## src/rtl/trig_prm_scheduler_pkg.sv

```systemverilog
// trig_prm_scheduler_pkg: shared state encoding, parameter-word layout and default sizes
package trig_prm_scheduler_pkg;
  localparam int DEF_DEPTH   = 8;
  localparam int DEF_DWELL_W = 16;
  localparam int MODE_BIT    = 24;
  localparam int ACTIVE_BIT  = MODE_BIT + 1;
  localparam int COUNT_MSB   = MODE_BIT - 1;
  typedef enum logic [2:0] {S_IDLE, S_LOAD, S_DWELL, S_NEXT, S_DONE} state_t;
  typedef struct packed {
    logic [31:ACTIVE_BIT+1] rsv;
    logic                   active;
    logic                   mode;
    logic [COUNT_MSB:0]     count;
  } prm_t;
endpackage

```

## src/rtl/trig_prm_scheduler_table.sv

```systemverilog
// trig_prm_table: DEPTH-entry store of {parameter word, dwell}, one write port, one combinational read port
// Ports: i_clk; i_we/i_waddr/i_wprm/i_wdwell write; i_raddr -> o_rprm/o_rdwell read.
// Contents are deliberately not reset.
module trig_prm_table
  import trig_prm_scheduler_pkg::*;
#(
  parameter int DEPTH   = DEF_DEPTH,
  parameter int AW      = 3,
  parameter int DWELL_W = DEF_DWELL_W
) (
  input  logic               i_clk,
  input  logic               i_we,
  input  logic [AW-1:0]      i_waddr,
  input  prm_t               i_wprm,
  input  logic [DWELL_W-1:0] i_wdwell,
  input  logic [AW-1:0]      i_raddr,
  output prm_t               o_rprm,
  output logic [DWELL_W-1:0] o_rdwell
);
  prm_t               r_prm   [DEPTH];
  logic [DWELL_W-1:0] r_dwell [DEPTH];
  always_ff @(posedge i_clk) begin
    if (i_we) begin
      r_prm[i_waddr]   <= i_wprm;
      r_dwell[i_waddr] <= i_wdwell;
    end
  end
  assign o_rprm   = r_prm[i_raddr];
  assign o_rdwell = r_dwell[i_raddr];
endmodule

```

## src/rtl/trig_prm_scheduler.sv

```systemverilog
// trig_prm_scheduler: playlist controller that loads trigger parameter words at frame boundaries
// Ports: i_clk, i_rst (async, active-high); i_start/i_stop run control; i_loop, i_last_idx sampled at start;
//   i_tbl_* table write; i_head_flag frame marker; o_ena/o_prm_we/o_prmeter drive the trigger generator;
//   o_busy, o_done, o_idx, o_tbl_err status. Optional macro TRIG_SCHED_WATCHDOG_EN adds o_timeout.
module trig_prm_scheduler
  import trig_prm_scheduler_pkg::*;
#(
  parameter int DEPTH   = DEF_DEPTH,
  parameter int AW      = 3,
  parameter int DWELL_W = DEF_DWELL_W
`ifdef TRIG_SCHED_WATCHDOG_EN
  , parameter logic [23:0] TIMEOUT_CYCLES = 24'd10230000
`endif
) (
  input  logic               i_clk,
  input  logic               i_rst,
  input  logic               i_start,
  input  logic               i_stop,
  input  logic               i_loop,
  input  logic [AW-1:0]      i_last_idx,
  input  logic               i_tbl_we,
  input  logic [AW-1:0]      i_tbl_addr,
  input  logic [31:0]        i_tbl_prm,
  input  logic [DWELL_W-1:0] i_tbl_dwell,
  input  logic               i_head_flag,
  output logic               o_ena,
  output logic               o_prm_we,
  output logic [31:0]        o_prmeter,
  output logic               o_busy,
  output logic               o_done,
  output logic [AW-1:0]      o_idx,
  output logic               o_tbl_err
`ifdef TRIG_SCHED_WATCHDOG_EN
  , output logic             o_timeout
`endif
);
  state_t             r_state, w_nxt;
  logic               r_head_d, r_loop, r_ena, r_prm_we, r_busy, r_done, r_tbl_err;
  logic [AW-1:0]      r_last, r_idx, w_idx_nxt;
  logic [DWELL_W-1:0] r_cnt, r_dwell, w_dwell_eff, w_rd_dwell;
  logic [DWELL_W:0]   w_cnt_inc;
  prm_t               r_prm, w_rd_prm;
  logic               w_head_edge, w_dwell_hit, w_wd_hit, w_start;

  // The read port is addressed by the index about to be loaded so the word can be registered in LOAD.
  trig_prm_table #(.DEPTH(DEPTH), .AW(AW), .DWELL_W(DWELL_W)) u_tbl (
    .i_clk    (i_clk),
    .i_we     (i_tbl_we & ~r_busy),
    .i_waddr  (i_tbl_addr),
    .i_wprm   (prm_t'(i_tbl_prm)),
    .i_wdwell (i_tbl_dwell),
    .i_raddr  (w_idx_nxt),
    .o_rprm   (w_rd_prm),
    .o_rdwell (w_rd_dwell)
  );

  assign w_head_edge = i_head_flag & ~r_head_d;
  assign w_dwell_eff = (r_dwell == '0) ? DWELL_W'(1) : r_dwell;
  assign w_cnt_inc   = {1'b0, r_cnt} + 1'b1;
  assign w_dwell_hit = w_head_edge && (w_cnt_inc >= {1'b0, w_dwell_eff});

  always_comb begin
    w_nxt     = r_state;
    w_idx_nxt = r_idx;
    w_start   = 1'b0;
    if (i_stop) w_nxt = S_IDLE;
    else begin
      case (r_state)
        S_IDLE, S_DONE: if (i_start) begin
          w_nxt     = S_LOAD;
          w_idx_nxt = '0;
          w_start   = 1'b1;
        end
        S_LOAD:  w_nxt = S_DWELL;
        S_DWELL: if (w_dwell_hit || w_wd_hit) w_nxt = S_NEXT;
        S_NEXT: begin
          w_nxt     = (r_idx != r_last || r_loop) ? S_LOAD : S_DONE;
          w_idx_nxt = (r_idx != r_last) ? r_idx + 1'b1 : '0;
        end
        default: w_nxt = S_IDLE;
      endcase
    end
  end

  // Enable drops during the first LOAD of a run (including a restart from DONE) so the generator
  // sees a fresh rising enable with the new parameters one cycle after the write strobe.
  always_ff @(posedge i_clk or posedge i_rst) begin
    if (i_rst) begin
      r_state   <= S_IDLE;
      r_head_d  <= 1'b0;
      r_loop    <= 1'b0;
      r_last    <= '0;
      r_idx     <= '0;
      r_cnt     <= '0;
      r_dwell   <= '0;
      r_prm     <= '0;
      r_ena     <= 1'b0;
      r_prm_we  <= 1'b0;
      r_busy    <= 1'b0;
      r_done    <= 1'b0;
      r_tbl_err <= 1'b0;
    end else begin
      r_state   <= w_nxt;
      r_head_d  <= i_head_flag;
      r_prm_we  <= (w_nxt == S_LOAD);
      r_busy    <= (w_nxt == S_LOAD) || (w_nxt == S_DWELL) || (w_nxt == S_NEXT);
      r_done    <= (r_state == S_NEXT) && (w_nxt == S_DONE);
      r_tbl_err <= i_tbl_we & r_busy;
      r_ena     <= (w_nxt == S_IDLE || w_start) ? 1'b0 : (w_nxt == S_DWELL) ? 1'b1 : r_ena;
      if (w_start) begin
        r_loop <= i_loop;
        r_last <= i_last_idx;
      end
      if (w_nxt == S_LOAD) begin
        r_idx   <= w_idx_nxt;
        r_prm   <= w_rd_prm;
        r_dwell <= w_rd_dwell;
        r_cnt   <= '0;
      end else if (r_state == S_DWELL && w_head_edge && r_cnt != '1) r_cnt <= r_cnt + 1'b1;
    end
  end

`ifdef TRIG_SCHED_WATCHDOG_EN
  logic [23:0] r_wd;
  logic        r_timeout;
  // Mode-0 entries never raise the head flag, so a stalled frame counter is forced onward.
  assign w_wd_hit  = (r_state == S_DWELL) && (r_wd == TIMEOUT_CYCLES - 24'd1);
  assign o_timeout = r_timeout;
  always_ff @(posedge i_clk or posedge i_rst) begin
    if (i_rst) begin
      r_wd      <= '0;
      r_timeout <= 1'b0;
    end else begin
      r_wd      <= (r_state == S_DWELL && w_nxt == S_DWELL && !w_head_edge) ? r_wd + 1'b1 : '0;
      r_timeout <= w_start ? 1'b0 : (r_timeout | (w_wd_hit && w_nxt == S_NEXT));
    end
  end
`else
  assign w_wd_hit = 1'b0;
`endif

  assign o_ena     = r_ena;
  assign o_prm_we  = r_prm_we;
  assign o_prmeter = r_prm;
  assign o_busy    = r_busy;
  assign o_done    = r_done;
  assign o_idx     = r_idx;
  assign o_tbl_err = r_tbl_err;
endmodule
```

## config.mk

```make
export PLATFORM = sky130hd
export DESIGN_NAME = trig_prm_scheduler
export DESIGN_NICKNAME = d
export VERILOG_FILES = /design/src/rtl/trig_prm_scheduler_pkg.sv /design/src/rtl/trig_prm_scheduler_table.sv /design/src/rtl/trig_prm_scheduler.sv
export SDC_FILE = /design/constraint.sdc
export NUM_CORES = 1
export LEC_CHECK = 0
export CORE_UTILIZATION = 50
export DETAILED_ROUTE_END_ITERATION = 7
export DONT_BUFFER_PORTS = 1
export SLEW_MARGIN = 20
export SYNTH_ARGS = -nofsm -noshare
export SYNTH_HDL_FRONTEND = slang
export SYNTH_SLANG_ARGS = --single-unit
```

## constraint.sdc

```tcl
create_clock -name i_clk -period 5.7 [get_ports i_clk]
set_clock_uncertainty 0.05 [all_clocks]
set_input_delay 0.57 -clock i_clk [delete_from_list [all_inputs] [get_ports i_clk]]
set_output_delay 0.57 -clock i_clk [all_outputs]
set_load 0.02 [all_outputs]
```

==> results of run 1 <==
## worst max path at each step
stage,start,end,slack (ps)
floorplan,i_tbl_addr[1],u_tbl.r_dwell[0][0],780
global placement,i_stop,o_prmeter[1],2020
detailed placement,o_idx[0],o_busy,2010
CTS,o_idx[0],o_busy,2010
global route,o_idx[0],o_ena,1840
finish,o_idx[0],o_busy,1960
## cell usage in the layout (no fill, tap or decap), types with 50 or more instances in the layout
master         synthesis  routed
dfrtp_1               80      79
clkbuf_16              0      50
a21oi_1               59      58
dlygate4sd3_1          0      54
nand2_1              123     122
o21ai_0               57      57
edfxtp_1             384     384
## cell type report
type,count,area [um^2],area share [%]
timing repair buffer,77,738,3.35
clock inverter,27,254,1.15
multi-input combinational,735,5440,24.7
tap,511,639,2.90
inverter,19,73.8,0.335
sequential,464,13500,61.4
clock buffer,65,1360,6.16
## what timing repair did
action	in CTS	in global routing
setup endpoints to repair	0	0
hold buffers	53	1
endpoints found under the hold margin	292	3
## power groups by stage
stage               clock [uW]  combinational [uW]  sequential [uW]
detailed placement           0                1210             4420
CTS                       3230                1280             4350
global route              3370                1400             4380
global placement             0                1190             4410
finish                    3190                1270             4350
floorplan                    0                 965             4290
## per-stage QoR
step                worst slack, ps  total power, uW
floorplan                       775             5250
global placement               2020             5610
detailed placement             2010             5630
CTS                            2010             8860
global route                   1840             9150
finish                         1960             8800
## critical path, cell delays in order (launching register included)
cell      delay, ps
dfrtp_4         710
xnor2_1         550
nand3_1         340
o31ai_4         310
buf_4           730
inv_2           350
a211o_1         360
nand2b_1        150
## state kept, by name (all words and copies together), names as in the netlist
name,flops
o_prmeter,32
o_done,1
r_dwell,16
r_last,3
r_loop,1
o_prm_we,1
o_tbl_err,1
u_tbl.r_prm,256
o_ena,1
r_state,3
r_head_d,1
u_tbl.r_dwell,128
o_idx,3
r_cnt,16
o_busy,1
## routing by layer
layer  up-vias  GRT usage, %  wire [um]
met5         -             0          0
met2       324          40.7      23300
met3        55          4.39       2650
met1      6077          35.3      21800
met4         0          6.92        813
li1       5230             -          -
## kinds of logic after synthesis
logic type	count (synthesis)
buffers and inverters	108
flip-flops	464
AO/OA/AOI/OAI	279
adder cells (fa/ha/maj)	18
AND/OR/NAND/NOR	312
multiplexers	97
XOR/XNOR	29
==> metrics, run 1 <==
non-filler cells, final around 1900; First DRT Iteration DRCs 912; Pleak about 0.0080 uW; Yosys cell types 55; Worst-path clk slew 60 ps; worst-path maximum fanout 53; Post-Synth XOR/XNOR Area 1.31%; count leader, synth edfxtp_1; total CTS buffers just under 50; Post-Place Cells 1752; worst skew pair latency 600 ps; register area share after synthesis 70.0%; crit path capture type flop; H-tree depth 2; Synth top area share ~60%; Std-Cell Rows 71; syn_nets roughly 1400; RSZ-0062 raised after global routing no; Synth Flop Type edfxtp_1; Routed Antenna Nets 0; clock power share 36.2%; CP Class reg2reg; fin crit share 65.6%; NetSw 2440 uW; pin count of the biggest net entering global routing just over 80; Congestion Overflow GR 0; maximum VDD drop between 0.2 and 0.3 mV; setup TNS 0 ps; # port buffers 0; post-synthesis compound-gate area fraction between 10% and 20%; Slew @ Worst Pin about 1100 ps; relative slew slack 25.7%; Hold Path Class in2async; antenna violations before repair 0; #FFs+latches synth about 460; Syn Inst Count 1307; reg2reg start o_idx[0]; WL/cell approximately 26 um; asr flop ratio synth 17.2%; largest family of logic cells by synthesized area compound AO/OA/AOI/OAI gates; Comb pwr share 14.4%; DP HPWL 24700 um; Core ar. approximately 38000 um^2; via count 11700; Vias per Instance 6.16; drt first pass iters 5; leading post-synthesis cells by cell area edfxtp_1 (60%), dfrtp_1 (10%), mux2_2 (2.8%); mapped cell area 19300 um^2; hold slack -0.168 ps; Reg-to-Reg End o_busy; total track usage 25.2%; top cells by count, synth edfxtp_1 (384), nand2_1 (123), dfrtp_1 (80); Ports 101; layout cells sized above 1 12.4%; Die ar. 39500 um^2; Simple-Gate Fraction of Synth Area 8.55%; Nets 1425; clk sinks 464; DP Area 19900 um^2; post-cts sizing count 0; Warnings, synthesis 0; WP data required 6120 ps; Clock Path Buffers 3; Fin. Hold Viols 1; P_int ~6400 uW; CP Launch Type flop; number of diodes 0; Syn-to-layout area delta 14.0%; fin util 58.2%; outcome finished with violations; final WL 48500 um; WP data arrival 4160 ps; first-pass GRT wire length 73000 um; CTS tree built; Die Ht 199 um; Final Cell Area between 20000 and 25000 um^2; EDFF count, synth ~380; sw frac 27.7%; failing checks hold timing; fin crit period 3740 ps; setup bufs post-CTS 0; count of pins over their slew limit 0; adder-cell share of the synthesized area 1.16%; cell type with the largest total area after synthesis edfxtp_1; R2R cell count 7; power per cell area around 400 nW/um^2; Post-Syn Area per Cell 14.8 um^2; sequential share of power 49.4%; DRC violations left 0; number of global-route vias before repair 11700; filler instances 3002; Starting Density 51.1%; R2R Setup Slk 1960 ps; Die W 199 um; GP Congestion 0.802; MaxCap Viol Count 0; Clock Root Buffer clkbuf_16; final setup vio count 0; multiplexer share of the synthesized area 5.33%; FMAX 0.267 GHz
Note: power is estimated with default switching activity, not from simulation.
==> run 2, diff against run 1 <==
--- a/config.mk
+++ b/config.mk
@@ -5,6 +5,7 @@
 export SDC_FILE = /design/constraint.sdc
 export NUM_CORES = 1
 export LEC_CHECK = 0
+export ABC_AREA = 1
 export CORE_UTILIZATION = 50
 export DETAILED_ROUTE_END_ITERATION = 7
 export DONT_BUFFER_PORTS = 1
==> constraint.sdc (replaced) <==
create_clock -name i_clk -period 3.82 [get_ports i_clk]
set_clock_uncertainty 0.05 [all_clocks]
set_input_delay 0.382 -clock i_clk [delete_from_list [all_inputs] [get_ports i_clk]]
set_output_delay 0.382 -clock i_clk [all_outputs]
set_load 0.02 [all_outputs]
==> metrics, run 2 <==
Die ar. 41200 um^2 (+4.3%); number of global-route vias before repair 13300 (+14%); WP data arrival 3790 ps (-370 ps); CTS tree built; final setup vio count 0 (unchanged); crit path capture type flop; sw frac 28.5% (+0.86 points); clk sinks 464 (unchanged); first-pass GRT wire length 74200 um (+1.6%); mapped cell area 20200 um^2 (+4.3%); CP Launch Type flop; First DRT Iteration DRCs 1122 (+23%); clock power share 35.5% (-0.7 points); leading post-synthesis cells by cell area edfxtp_1 (57%), nand2_1 (19%), dfrtp_1 (9.9%); antenna violations before repair 5 (+5); fin crit period 3450 ps (-293 ps); Fin. Hold Viols 0 (-1); Nets 2130 (+49%); fin crit share 90.2% (+25 points); Pleak 0.00977 uW (+23%); layout cells sized above 1 6.46% (-5.9 points); Clock Root Buffer clkbuf_16; WL/cell 18.1 um (-29%); EDFF count, synth 384 (unchanged); Yosys cell types 32 (-42%); total CTS buffers 48 (-2.0%); Std-Cell Rows 73 (+2.8%); NetSw 3590 uW (+47%); final WL 47500 um (-2.1%); MaxCap Viol Count 0 (unchanged); Most flops, register u_tbl.r_prm; Core ar. 39700 um^2 (+5.0%); RSZ-0062 raised after global routing no; power per cell area 549 nW/um^2 (+38%); Hold Path Class in2reg; H-tree depth 2 (unchanged); Congestion Overflow GR 0 (unchanged); total track usage 23.4% (-1.8 points); DP HPWL 24300 um (-1.5%); Slew @ Worst Pin 1230 ps (+115 ps); filler instances 3322 (+11%); DRC violations left 0 (unchanged); outcome complete, no violations; asr flop ratio synth 17.2% (unchanged); setup bufs post-CTS 0 (unchanged); Post-Syn Area per Cell 9.99 um^2 (-33%); setup TNS 0 ps (unchanged); via count 13700 (+18%); syn_nets 2100 (+52%); worst skew pair latency 580 ps (-20 ps); maximum VDD drop 0.350 mV (+23%); CP Class reg2reg; Die W 203 um (+2.1%); Die Ht 203 um (+2.1%); drt first pass iters 5 (unchanged); most frequent cells in the layout nand2_1 (1024), edfxtp_1 (384), nand3_1 (206); Warnings, synthesis 0 (unchanged); GP Congestion 0.852 (+6.2%); Comb pwr share 15.1% (+0.7 points); sequential share of power 49.4% (about the same); count leader, synth nand2_1; FMAX 0.290 GHz (+8.5%); Ports 101 (unchanged); Syn Inst Count 2021 (+55%); top cells by count, synth nand2_1 (1027), edfxtp_1 (384), nand3_1 (206); # port buffers 0 (unchanged); Routed Antenna Nets 0 (unchanged); max reg flops 256 (unchanged); Vias per Instance 5.25 (-15%); Starting Density 50.8% (-0.32 points); cell type with the largest total area after synthesis edfxtp_1; Clock Path Buffers 3 (unchanged); Synth top area share 57.1% (-2.5 points); commonest non-fill, non-tap cell in the layout nand2_1; #FFs+latches synth 464 (unchanged); worst-path maximum fanout 46 (-13%); Worst-path clk slew 60 ps (about the same); count of pins over their slew limit 0 (unchanged); Syn-to-layout area delta 13.5%; relative slew slack 18.1% (-7.5 points); P_int 8990 uW (+41%); pin count of the biggest net entering global routing 194 (+140%); register area share after synthesis 67.1% (-2.9 points); Post-Place Cells 2470 (+41%); WP data required 4160 ps (-1960 ps); Synth Flop Type edfxtp_1; non-filler cells, final 2619 (+38%); Power, Total 12600 uW (+43%)
[run 2: cell count changes after synthesis, moves of 48 or more]
cell / delta
nand2_1: +904
nand3_1: +193
inv_1: +56
a21oi_1: -54
and3_1: -49
buf_2: +49
mux2i_1: -49
nor3b_1: -49
o221ai_1: -49
a221o_1: -48
a32o_1: -48
[run 2: metrics by stage]
step	cell area (um^2)	hold WS [ps]	util, %	worst slack [ps]
CTS	22900	50.5	57.5	183
global placement	20800	327	52.4	448
detailed placement	20800	335	52.4	234
finish	22900	78.3	57.7	375
global route	22900	78.4	57.6	37.0
floorplan	20200	363	-	586
[run 2: cells by family (layout without fill, tap and decap cells)]
kind of cell    Yosys count  count (layout)  share of synthesized area, %
buf+inv                 186             255                          4.13
compound gates           44              44                          1.18
xor+xnor                 13              13                         0.564
mux                       4               4                         0.223
fa+ha+maj                18              18                          1.12
simple gates           1292            1292                          25.7
flops                   464             464                          67.1
other cells               0               4                             0
[run 2: layout make-up]
class | count | area (um^2) | share of cell area [%]
repair buffers | 87 | 987 | 4.31
inverters | 79 | 298 | 1.30
clock buffers | 64 | 1290 | 5.64
flip-flops and latches | 464 | 13500 | 59.1
clock inverters | 25 | 209 | 0.912
diodes | 4 | 10.0 | 0.0437
multi-input cells | 1371 | 5920 | 25.9
well taps | 525 | 657 | 2.87
[run 2: metal layers]
layer / routed length (um) / share of wire (%) / up-vias / global-route usage (%)
met5: 11 / 0.023 / - / 0
met4: 984 / 2.1 / 2 / 7.04
met1: 20800 / 44 / 6612 / 31.7
met2: 22800 / 48 / 359 / 38.5
li1: - / - / 6703 / -
met3: 2900 / 6.1 / 71 / 4.40
[run 2: power by group through the flow]
| stage | Combinational (uW) | Clock [uW] | Sequential (uW) |
|---|---|---|---|
| finish | 1900 | 4470 | 6210 |
| global route | 2170 | 4750 | 6250 |
| CTS | 1900 | 4550 | 6210 |
| detailed placement | 1800 | 0 | 6320 |
| global placement | 1760 | 0 | 6310 |
| floorplan | 1310 | 0 | 6250 |
[run 2: final timing paths]
| check | from | end | slack [ps] | cells after the start |
|---|---|---|---|---|
| max in group asynchronous | i_rst | o_prmeter[15] | 2550 | 3 |
| max | r_cnt[0] | o_idx[0] | 370 | 22 |
| max reg2reg | r_cnt[0] | o_idx[0] | 370 | 22 |
| min reg2reg | r_loop | r_loop | 480 | 1 |
| min | i_start | r_state[2] | 80 | 4 |
| min in group asynchronous | i_rst | o_tbl_err | 290 | 2 |
[run 2: timing repair]
action / CTS / global route
hold buffers: 55 / 0
setup endpoints to repair: 0 / 68
gates resized for setup: 0 / 4
endpoints found under the hold margin: 427 / 0
[run 2: critical path: stages, from the launching register on]
cell	delay [ps]
dfrtp_1	400
inv_1	80
nor3_2	230
nand2_1	160
nor4_4	220
nand2_1	150
nor2_2	190
nand2_1	90
nand2_1	70
nand2_1	70
ha_1	320
nand4_1	110
nor2_1	120
nand3_1	70
nand3b_1	80
nor2_1	40
nand2_1	60
nand2_1	60
nand2_1	70
nand2_2	110
nor2_4	150
buf_12	230
o21ai_0	110
==> run 3, diff against run 2 <==
--- a/config.mk
+++ b/config.mk
@@ -9,6 +9,8 @@
 export CORE_UTILIZATION = 50
 export DETAILED_ROUTE_END_ITERATION = 7
 export DONT_BUFFER_PORTS = 1
+export REMOVE_ABC_BUFFERS = 1
+export SKIP_LAST_GASP = 1
 export SLEW_MARGIN = 20
 export SYNTH_ARGS = -nofsm -noshare
 export SYNTH_HDL_FRONTEND = slang
==> metrics, run 3 (synthesis results as in run 2) <==
CP Class reg2reg; Routed Antenna Nets 0 (unchanged); number of global-route vias before repair 13400 (+1.0%); WL/cell 19.3 um (+6.2%); CTS tree built; CP Buf/Inv Count 3 (+1); Vias per Instance 5.32 (+1.3%); fin crit share 90.6% (+0.40 points); Ports 101 (unchanged); worst skew pair latency 580 ps (about the same); H-tree depth 2 (unchanged); final WL 50500 um (+6.3%); worst-path maximum fanout 17 (-63%); pin count of the biggest net entering global routing 194 (unchanged); drt first pass iters 7 (+2); most frequent cells in the layout nand2_1 (1024), edfxtp_1 (384), nand3_1 (206); total CTS buffers 50 (+4.2%); DP HPWL 23200 um (-4.7%); non-filler cells, final 2620 (+0.038%); layout cells sized above 1 6.88% (+0.42 points); Syn-to-layout area delta 14.4%; Starting Density 50.8% (unchanged); Die ar. 41200 um^2 (unchanged); R2R Setup Slk 360 ps (-20 ps); setup TNS 0 ps (unchanged); worst-path cell chain inv_1, nor3_2, nand2_1, nor4_2, nand2_1, nor2_2, nand2_1, nand2_1, nand2_1, ha_1, nand4_1, nor2_1, nand3_1, nand3b_1, nor2_1, nand2_1, nand2_1, nand2_1, nand2_2, nor2_4, buf_4, buf_6, nand2_1, nand2_1; Die W 203 um (unchanged); commonest non-fill, non-tap cell in the layout nand2_1; delay-heaviest family, CP simple AND/OR/NAND/NOR gates; first-pass GRT wire length 76700 um (+3.5%); Die Ht 203 um (unchanged); via count 13900 (+1.3%); Post-Place Cells 2464 (-0.24%); Pleak 0.00984 uW (+0.72%); GP Congestion 0.851 (-0.11%); crit path capture type flop; WP data required 4290 ps (+130 ps); Worst-path clk slew 60 ps (about the same); Hold Path Class in2reg; Clock Root Buffer clkbuf_16; Worst path most repeated cell nand2_1; clk sinks 464 (unchanged); Nets 2131 (+0.047%); max reg flops 256 (unchanged); Slew @ Worst Pin 1030 ps (-201 ps); maximum VDD drop 0.412 mV (+18%); # port buffers 0 (unchanged); FMAX 0.289 GHz (-0.45%); Core ar. 39700 um^2 (unchanged); CP Launch Type flop; Hold Crit Start i_stop; count of pins over their slew limit 0 (unchanged); relative slew slack 31.5% (+13 points); Fin. Hold Viols 0 (unchanged); WP data arrival 3930 ps (+140 ps); RSZ-0062 raised after global routing no; Clock Path Buffers 3 (unchanged); outcome complete, no violations; fin crit period 3460 ps (+15.4 ps); Final Cell Area 23100 um^2 (+0.80%); power per cell area 560 nW/um^2 (+2.0%); final setup vio count 0 (unchanged); DRC violations left 0 (unchanged); total track usage 24.4% (+1.0 points); Power, Total 12900 uW (+2.8%); antenna violations before repair 2 (-3); Most flops, register u_tbl.r_prm; Congestion Overflow GR 0 (unchanged); First DRT Iteration DRCs 1130 (+0.71%); DP Area 20800 um^2 (about the same); Std-Cell Rows 73 (unchanged); MaxCap Viol Count 0 (unchanged); Critical Path Slowest Stage Cell dfrtp_1; reg2reg start r_cnt[0]; CP max stage delay 420 ps (+20 ps); Setup crit start r_cnt[0]
[run 3: changes by cell type in the layout (fill, tap and decap cells not counted), sizes merged]
cell	delta
diode	-3
clkinv	+3
clkbuf	+4
clkinvlp	+1
buf	-3
inv	-1
[run 3: tightest hold or removal path: stages]
cell and delay, ps:
nor2_1 20, nand3_1 150, nand2_1 100
[run 3: report_power, final]
| part | total (uW) | switching (uW) | internal [uW] |
|---|---|---|---|
| registers | 6220 | 400 | 5820 |
| logic | 1940 | 1330 | 608 |
| clock network | 4780 | 1940 | 2830 |
[run 3: per-layer routing]
metal  GRT usage, %  share of wire (%)  vias up
met5              0              0.053        -
met4           6.61                2.0        4
met3           4.64                6.4       79
met2           39.6                 47      382
met1           33.8                 44     6758
li1               -                  -     6708
[run 3: worst paths after layout]
kind,cells after the start,endpoint
worst max-delay path,24,o_prmeter[9]
worst min-delay path,3,o_busy
worst max register to register,24,o_prmeter[9]
worst min register to register,1,r_loop
max in group asynchronous,3,o_prmeter[1]
min in group asynchronous,2,r_last[1]
[run 3: repair_timing]
action	in CTS	in global routing
endpoints found under the setup margin	0	67
hold endpoints to repair	445	0
hold buffers	55	0
gates resized for setup	0	2
buffers inserted	0	2
[run 3: final cells by class]
class                   count  area (um^2)
diodes                      1         2.50
clock buffers              66         1440
clock inverters            28          210
fillers                  3353        16600
inverters                  79          300
multi-input cells        1371         5910
flip-flops and latches    464        13500
well taps                 525          657
repair buffers             86         1040
[run 3: stage by stage]
stage,hold slack (ps),utilization [%],setup WS [ps]
4_1_cts,58.1,57.8,231
2_1_floorplan,363,-,-6760
6_report,80.6,58.1,359
3_5_place_dp,364,52.3,256
3_3_place_gp,364,52.3,299
5_1_grt,80.7,58.1,58.7
